File: config.mk
export PLATFORM = sky130hd
export DESIGN_NAME = duart_host_ctrl
export DESIGN_NICKNAME = d
export VERILOG_FILES = /design/src/rtl/duart_pkg.sv /design/src/rtl/duart_bus_cycle.sv /design/src/rtl/duart_host_ctrl.sv
export SDC_FILE = /design/constraint.sdc
export NUM_CORES = 1
export LEC_CHECK = 0
export BUFFER_PORTS_ARGS = -buffer_cell sky130_fd_sc_hd__clkbuf_2
export CORE_MARGIN = 4
export CORE_UTILIZATION = 55
export CTS_CLUSTER_DIAMETER = 150
export DETAILED_ROUTE_END_ITERATION = 12
export GPL_TIMING_DRIVEN = 0
export PLACE_DENSITY = 0.79
export SETUP_SLACK_MARGIN = 0.15
export SLEW_MARGIN = 20
export SYNTH_ARGS = -nofsm -noshare
export SYNTH_HDL_FRONTEND = slang
export SYNTH_HIERARCHICAL = 1
export SYNTH_SLANG_ARGS = --single-unit
export TNS_END_PERCENT = 20
File: constraint.sdc
create_clock -name CLK -period 2.2 [get_ports CLK]
set_clock_uncertainty 0.2 [all_clocks]
set_input_delay 0.44 -clock CLK [delete_from_list [all_inputs] [get_ports CLK]]
set_output_delay 0.44 -clock CLK [all_outputs]
set_load 0.01 [all_outputs]
File: src/rtl/duart_pkg.sv
// Shared constants, state encodings and channel-A init ROM for the DUART host sequencer.
package duart_pkg;

  localparam logic [3:0] ADDR_MR      = 4'h0;
  localparam logic [3:0] ADDR_SR_CSR  = 4'h1;
  localparam logic [3:0] ADDR_CR      = 4'h2;
  localparam logic [3:0] ADDR_RHR_THR = 4'h3;
  localparam logic [3:0] ADDR_IMR     = 4'h5;

  localparam int SR_RXRDY = 0;
  localparam int SR_TXRDY = 2;

  localparam int INIT_LEN = 6;

  typedef enum logic [2:0] {
    ST_INIT,
    ST_IDLE,
    ST_RD_SR,
    ST_RD_RHR,
    ST_WR_THR
  } ctrl_state_e;

  typedef enum logic [1:0] {
    BC_IDLE,
    BC_SETUP,
    BC_STROBE,
    BC_HOLD
  } bus_phase_e;

  typedef struct packed {
    logic [3:0] addr;
    logic [7:0] data;
  } init_entry_t;

  // The baud byte is a top-level parameter, so it is passed in rather than stored here.
  function automatic init_entry_t init_rom(input logic [2:0] idx, input logic [7:0] baud);
    init_entry_t e;
    case (idx)
      3'd0:    e = '{addr: ADDR_CR,     data: 8'h10};
      3'd1:    e = '{addr: ADDR_MR,     data: 8'h13};
      3'd2:    e = '{addr: ADDR_MR,     data: 8'h07};
      3'd3:    e = '{addr: ADDR_SR_CSR, data: baud};
      3'd4:    e = '{addr: ADDR_CR,     data: 8'h05};
      default: e = '{addr: ADDR_IMR,    data: 8'h00};
    endcase
    return e;
  endfunction

endpackage

File: src/rtl/duart_bus_cycle.sv
// One DUART register access: SETUP, STROBE_CYCLES of CS low, then HOLD with done.
module duart_bus_cycle
  import duart_pkg::*;
#(
  parameter int STROBE_CYCLES = 2
) (
  input  logic       clk_i,
  input  logic       rst_i,
  input  logic       start_i,
  input  logic [3:0] addr_i,
  input  logic       we_i,
  input  logic [7:0] wdata_i,
  input  logic [7:0] din_i,
  output logic       done_o,
  output logic [7:0] rdata_o,
  output logic [3:0] a_o,
  output logic       rw_o,
  output logic       cs_n_o,
  output logic [7:0] dout_o
);

  localparam int CNT_W = (STROBE_CYCLES > 1) ? $clog2(STROBE_CYCLES) : 1;
  localparam logic [CNT_W-1:0] CNT_LAST = CNT_W'(STROBE_CYCLES - 1);

  bus_phase_e       phase_q;
  logic [CNT_W-1:0] strb_cnt_q;
  logic [3:0]       a_q;
  logic             rw_q;
  logic             cs_n_q;
  logic [7:0]       dout_q;
  logic [7:0]       rdata_q;
  logic             last_strobe;

  assign last_strobe = (phase_q == BC_STROBE) && (strb_cnt_q == CNT_LAST);

  always_ff @(posedge clk_i) begin
    if (rst_i) begin
      phase_q    <= BC_IDLE;
      strb_cnt_q <= '0;
      a_q        <= 4'h0;
      rw_q       <= 1'b1;
      cs_n_q     <= 1'b1;
      dout_q     <= 8'h00;
    end else begin
      case (phase_q)
        BC_IDLE: begin
          if (start_i) begin
            phase_q <= BC_SETUP;
            a_q     <= addr_i;
            rw_q    <= ~we_i;
            if (we_i) dout_q <= wdata_i;
          end
        end
        BC_SETUP: begin
          phase_q    <= BC_STROBE;
          cs_n_q     <= 1'b0;
          strb_cnt_q <= '0;
        end
        BC_STROBE: begin
          if (last_strobe) begin
            phase_q <= BC_HOLD;
            cs_n_q  <= 1'b1;
          end else begin
            strb_cnt_q <= strb_cnt_q + CNT_W'(1);
          end
        end
        BC_HOLD: begin
          // Address and write data stay put; only the direction line relaxes to read.
          phase_q <= BC_IDLE;
          rw_q    <= 1'b1;
        end
        default: phase_q <= BC_IDLE;
      endcase
    end
  end

  always_ff @(posedge clk_i) begin
    if (last_strobe) rdata_q <= din_i;
  end

  assign done_o  = (phase_q == BC_HOLD);
  assign rdata_o = rdata_q;
  assign a_o     = a_q;
  assign rw_o    = rw_q;
  assign cs_n_o  = cs_n_q;
  assign dout_o  = dout_q;

endmodule

File: src/rtl/duart_host_ctrl.sv
// CPU-less host for the MC68681: channel-A init, SRA polling, and TX/RX byte streams.
module duart_host_ctrl
  import duart_pkg::*;
#(
  parameter int         STROBE_CYCLES = 2,
  parameter int         POLL_INTERVAL = 16,
  parameter logic [7:0] BAUD_CSR      = 8'hBB
) (
  input  logic       CLK,
  input  logic       RST,
  output logic [3:0] A,
  output logic       R_W,
  output logic       CS,
  output logic [7:0] DATA_OUT,
  input  logic [7:0] DATA_IN,
  input  logic [7:0] TX_DATA,
  input  logic       TX_VALID,
  output logic       TX_READY,
  output logic [7:0] RX_DATA,
  output logic       RX_VALID,
  input  logic       RX_READY,
  output logic       INIT_DONE
);

  localparam int POLL_W = (POLL_INTERVAL > 1) ? $clog2(POLL_INTERVAL) : 1;
  localparam logic [POLL_W-1:0] POLL_LAST = POLL_W'(POLL_INTERVAL - 1);

  ctrl_state_e       state_q;
  logic [2:0]        init_idx_q;
  logic [POLL_W-1:0] poll_cnt_q;
  logic              issued_q;
  logic              tx_ready_q;
  logic              rx_valid_q;
  logic [7:0]        rx_data_q;
  logic              init_done_q;

  logic              bus_start_d;
  logic [3:0]        bus_addr_d;
  logic              bus_we_d;
  logic [7:0]        bus_wdata_d;
  init_entry_t       rom_entry;

  logic              bus_done;
  logic [7:0]        bus_rdata;

  // Each access state issues exactly one start on its first cycle, which also
  // provides the mandatory idle cycle between consecutive bus accesses.
  always_comb begin
    rom_entry   = init_rom(init_idx_q, BAUD_CSR);
    bus_start_d = 1'b0;
    bus_addr_d  = ADDR_SR_CSR;
    bus_we_d    = 1'b0;
    bus_wdata_d = 8'h00;
    case (state_q)
      ST_INIT: begin
        bus_start_d = ~issued_q;
        bus_addr_d  = rom_entry.addr;
        bus_we_d    = 1'b1;
        bus_wdata_d = rom_entry.data;
      end
      ST_RD_SR: begin
        bus_start_d = ~issued_q;
      end
      ST_RD_RHR: begin
        bus_start_d = ~issued_q;
        bus_addr_d  = ADDR_RHR_THR;
      end
      ST_WR_THR: begin
        bus_start_d = ~issued_q & TX_VALID;
        bus_addr_d  = ADDR_RHR_THR;
        bus_we_d    = 1'b1;
        bus_wdata_d = TX_DATA;
      end
      default: ;
    endcase
  end

  always_ff @(posedge CLK) begin
    if (RST) begin
      state_q     <= ST_INIT;
      init_idx_q  <= 3'd0;
      poll_cnt_q  <= '0;
      issued_q    <= 1'b0;
      tx_ready_q  <= 1'b0;
      rx_valid_q  <= 1'b0;
      rx_data_q   <= 8'h00;
      init_done_q <= 1'b0;
    end else begin
      tx_ready_q <= 1'b0;
      if (rx_valid_q && RX_READY) rx_valid_q <= 1'b0;
      if (bus_start_d) issued_q <= 1'b1;

      case (state_q)
        ST_INIT: begin
          if (bus_done) begin
            issued_q <= 1'b0;
            if (init_idx_q == 3'(INIT_LEN - 1)) begin
              state_q     <= ST_IDLE;
              init_done_q <= 1'b1;
              poll_cnt_q  <= '0;
            end else begin
              init_idx_q <= init_idx_q + 3'd1;
            end
          end
        end
        ST_IDLE: begin
          if (TX_VALID || (poll_cnt_q == POLL_LAST)) begin
            state_q    <= ST_RD_SR;
            poll_cnt_q <= '0;
          end else begin
            poll_cnt_q <= poll_cnt_q + POLL_W'(1);
          end
        end
        ST_RD_SR: begin
          if (bus_done) begin
            issued_q <= 1'b0;
            // RX wins ties; a held RX byte masks RxRDY so the FIFO keeps the backlog.
            if (bus_rdata[SR_RXRDY] && !rx_valid_q) begin
              state_q <= ST_RD_RHR;
            end else if (bus_rdata[SR_TXRDY] && TX_VALID) begin
              state_q <= ST_WR_THR;
            end else begin
              state_q    <= ST_IDLE;
              poll_cnt_q <= '0;
            end
          end
        end
        ST_RD_RHR: begin
          if (bus_done) begin
            issued_q   <= 1'b0;
            rx_data_q  <= bus_rdata;
            rx_valid_q <= 1'b1;
            state_q    <= ST_RD_SR;
          end
        end
        ST_WR_THR: begin
          if (!issued_q) begin
            if (TX_VALID) begin
              tx_ready_q <= 1'b1;
            end else begin
              state_q    <= ST_IDLE;
              poll_cnt_q <= '0;
            end
          end else if (bus_done) begin
            issued_q   <= 1'b0;
            state_q    <= ST_IDLE;
            poll_cnt_q <= '0;
          end
        end
        default: state_q <= ST_INIT;
      endcase
    end
  end

  duart_bus_cycle #(
    .STROBE_CYCLES(STROBE_CYCLES)
  ) u_bus (
    .clk_i   (CLK),
    .rst_i   (RST),
    .start_i (bus_start_d),
    .addr_i  (bus_addr_d),
    .we_i    (bus_we_d),
    .wdata_i (bus_wdata_d),
    .din_i   (DATA_IN),
    .done_o  (bus_done),
    .rdata_o (bus_rdata),
    .a_o     (A),
    .rw_o    (R_W),
    .cs_n_o  (CS),
    .dout_o  (DATA_OUT)
  );

  assign TX_READY  = tx_ready_q;
  assign RX_VALID  = rx_valid_q;
  assign RX_DATA   = rx_data_q;
  assign INIT_DONE = init_done_q;

endmodule

==> qor.csv <==
stage,metric,value,unit
place,DPL Wire Length,3.55,mm
place,port buffer count,44,
logic_synthesis,post-synthesis simple-gate area fraction,0.255,
sta,post-layout min period,1.93,ns
finish,# fillers,350,
logic_synthesis,multiplexer share of the synthesized area,0.0177,
detailed_routing,Residual DRC,0,
finish,# diodes,0,
detailed_routing,Iter 0 DRT Violations,166,
worst_setup_path,Worst Path Required,2.18,ns
worst_setup_path,RR Startpoint,state_q[2]$_SDFFE_PP0P_,
die,Die Width,73.1,um
sta,"Period Utilization, post-route",0.876,
power,pwr dens,759,nW/um2
worst_setup_path,Max stage delay on crit path,0.34,ns
logic_synthesis,net count after synthesis,292,
logic_synthesis,largest family of logic cells by synthesized area,simple AND/OR/NAND/NOR gates,
worst_setup_path,WP data arrival,1.91,ns
worst_setup_path,Crit. Startpoint,state_q[2]$_SDFFE_PP0P_,
sta,f_max,0.519,GHz
worst_setup_path,crit path launch type,flip-flop,
worst_setup_path,Slowest cell on crit path,dfxtp_1,
grt,via count of the first global-routing pass,1898,
detailed_routing,1st-pass router iterations,4,
run,Max-Cap Viols,0,
sta,RSZ-0062 raised after global routing,yes,
logic_synthesis,"EDFF count, synth",8,
detailed_routing,WL/cell,13.1,um
worst_setup_path,critical path type,flip-flop to flip-flop,
logic_synthesis,adder-cell share of the synthesized area,0.0591,
sta,number of setup violations in the final report,0,
die,Core Region,4060,um2
logic_synthesis,post-synthesis xor/xnor area fraction,0.00752,
clock_tree,CTS Buf Count,5,
die,Rows,23,
finish,nets@finish,343,
logic_synthesis,compound-gate portion of the synthesized area,0.173,
logic_synthesis,post-synthesis sequential area ratio,0.438,
sta,Final Max Tran Viols,0,
sta,final hold vios,0,
grt,global-route usage over all layers,0.192,
logic_synthesis,"FF+latch count, synth",47,
sta,final worst slack,0.273,ns
finish,layout cells sized above 1,0.281,
grt,initial antenna violation count,0,
worst_setup_path,Crit. End Element,flip-flop,
clock_tree,"CTS clk-pin slew, worst paths",0.10,ns
detailed_routing,remaining antenna violation count after routing,0,
worst_setup_path,critical-path cell list,"buf_6, clkbuf_4, o21ai_0, and3_1, buf_4, and3_1, buf_4, nand2_1, a21oi_2",
die,die area,5340,um2
die,I/O pin count,45,
power,worst vdd ir,0.594,mV
logic_synthesis,count of different cell masters after synthesis,50,
logic_synthesis,synthesized area,2330,um2
grt,first-pass GRT wire length,8.14,mm
grt,largest net degree at the start of global routing,17,
logic_synthesis,Avg Inst Size Synth,8.93,um2
die,DIE HEIGHT,73.1,um
die,initial core utilization,0.574,
detailed_routing,vias per cell,5.39,
logic_synthesis,fraction of registers with async set/reset,0,
detailed_routing,total wire length,4.77,mm
hold_path,Worst Hold Launch,DATA_IN[5],
finish,area delta synth->final,16.5,%
sta,Least-Margin Pin Slew,0.606,ns
clock_tree,Skew-Pair Late Insertion Delay,0.31,ns
grt,total gr overflow,0,
hold_path,worst hold path type,input port to flip-flop,
logic_synthesis,commonest register cell after synthesis,dfxtp_1,
sta,post-route setup TNS,0,ns
logic_synthesis,Cells after Synth,261,
clock_tree,clk root buf,clkbuf_8,
logic_synthesis,Ys Warns,6,
clock_tree,clock buffer depth,2,
status,status,completed,
worst_setup_path,worst-path maximum fanout,10,
clock_tree,clock tree sinks,47,
clock_tree,CTS tree,yes,
clock_tree,H-tree depth,2,
place,Final GP Congestion,0.854,
power,Leak,0.00111,uW
place,Post-Place Setup Slack,0.112,ns
power,Pwr Total,2060,uW
clock_tree,Hold Buf Count CTS,0,
detailed_routing,via count,1955,
sta,Slew Limit Headroom,0.594,
-- path summary, 6_finish.rpt --
path / slack (ns) / cells past startpoint / endpoint
worst max-delay path: 0.27 / 9 / u_bus/dout_o[2]$_SDFFE_PP0P_
worst min-delay path: 0.10 / 1 / u_bus/rdata_o[5]$_DFFE_PP_
worst max register to register: 0.27 / 9 / u_bus/dout_o[2]$_SDFFE_PP0P_
worst min register to register: 0.25 / 2 / u_bus/a_o[1]$_SDFFE_PP0P_
-- power breakdown --
| group | internal [uW] | switching, uW | total, uW |
|---|---|---|---|
| Clock | 228 | 301 | 529 |
| Sequential | 936 | 47.4 | 983 |
| Combinational | 235 | 315 | 550 |
| Total | 1400 | 663 | 2060 |
-- area by class of cell --
cell class / count / area [um2] / share of cell area
multi-input combinational: 193 / 1200 / 0.443
inverter: 8 / 30.0 / 0.0111
clock buffer: 5 / 68.8 / 0.0253
buffer: 13 / 86.3 / 0.0318
timing repair buffer: 44 / 220 / 0.0811
sequential: 47 / 1020 / 0.376
clock inverter: 3 / 22.5 / 0.00829
tap: 50 / 62.6 / 0.0230
-- critical path, delay by kind of cell (launching register included) --
kind	cells	cell delay (ns)
buffers and inverters	4	0.67
and+or+nand+nor	3	0.43
AOI/OAI and AO/OA	2	0.16
DFF	1	0.34
-- stage by stage --
step / cells / area, um2 / hold slack [ns] / utilization
2_1_floorplan: 261 / 2330 / 0.248 / -
3_3_place_gp: 355 / 2610 / 0.242 / 0.644
3_5_place_dp: 355 / 2610 / 0.247 / 0.644
4_1_cts: 363 / 2710 / 0.0982 / 0.667
5_1_grt: 363 / 2720 / 0.0952 / 0.669
6_report: 363 / 2720 / 0.104 / 0.669
-- cell usage after synthesis (2+ instances only) --
cell,instances,share of area
inv_1,7,0.011
nor4b_1,2,0.0075
edfxtp_1,8,0.10
nor2b_2,2,0.0075
nand2b_1,8,0.021
nand2_1,52,0.084
o21ai_1,2,0.0043
a41oi_1,2,0.0075
a311oi_1,2,0.0075
buf_2,3,0.0064
dfxtp_1,39,0.34
mux2i_1,3,0.013
a21oi_2,8,0.030
and3_1,4,0.011
nor3_1,3,0.0064
buf_6,2,0.0097
buf_4,4,0.013
nand3_1,7,0.015
ha_1,11,0.059
clkbuf_1,4,0.0064
o21ai_0,9,0.019
and2_1,4,0.011
or2_2,2,0.0054
nor2b_1,4,0.011
nor2_1,17,0.027
a21oi_1,25,0.054
nand3_2,2,0.0086
o21bai_1,3,0.0097
-- what timing repair did --
action	4_1_cts	5_1_grt
endpoints found under the setup margin	8	20
setup buffers	0	0
hold endpoints to repair	0	0
gates resized for setup	1	6
-- cell usage in the layout, fill, tap and decap left out, types with 4 or more instances in the layout --
master,synthesis,layout
a21oi_1,25,25
a21oi_2,8,8
and2_1,4,4
and3_1,4,4
buf_4,4,4
clkbuf_2,0,44
clkbuf_8,0,5
dfxtp_1,39,39
edfxtp_1,8,8
ha_1,11,9
inv_1,7,7
nand2_1,52,52
nand2b_1,8,8
nand3_1,7,7
nor2_1,17,16
nor2b_1,4,4
o21ai_0,9,8
-- sequential cells by signal, summed over array words and instances, names as in the netlist, 2 cells and up --
name,count
u_bus/rdata_o,8
state_q,3
poll_cnt_q,4
u_bus/phase_q,2
init_idx_q,3
u_bus/dout_o,8
u_bus/a_o,4
RX_DATA,8
-- metal layers --
layer / track usage / vias up / routed length, um
li1: - / 989 / -
met1: 0.240 / 912 / 2160
met5: 0 / - / 0
met2: 0.323 / 47 / 2320
met3: 0.0427 / 7 / 231
met4: 0.0697 / 0 / 57
-- kinds of logic after synthesis --
kind of cell,after synthesis
buffers and inverters,21
AO/OA/AOI/OAI,61
flip-flops,47
XOR/XNOR,2
multiplexers,4
adder cells (fa/ha/maj),11
AND/OR/NAND/NOR,114
other,1
(Power assumes the default switching activity.)
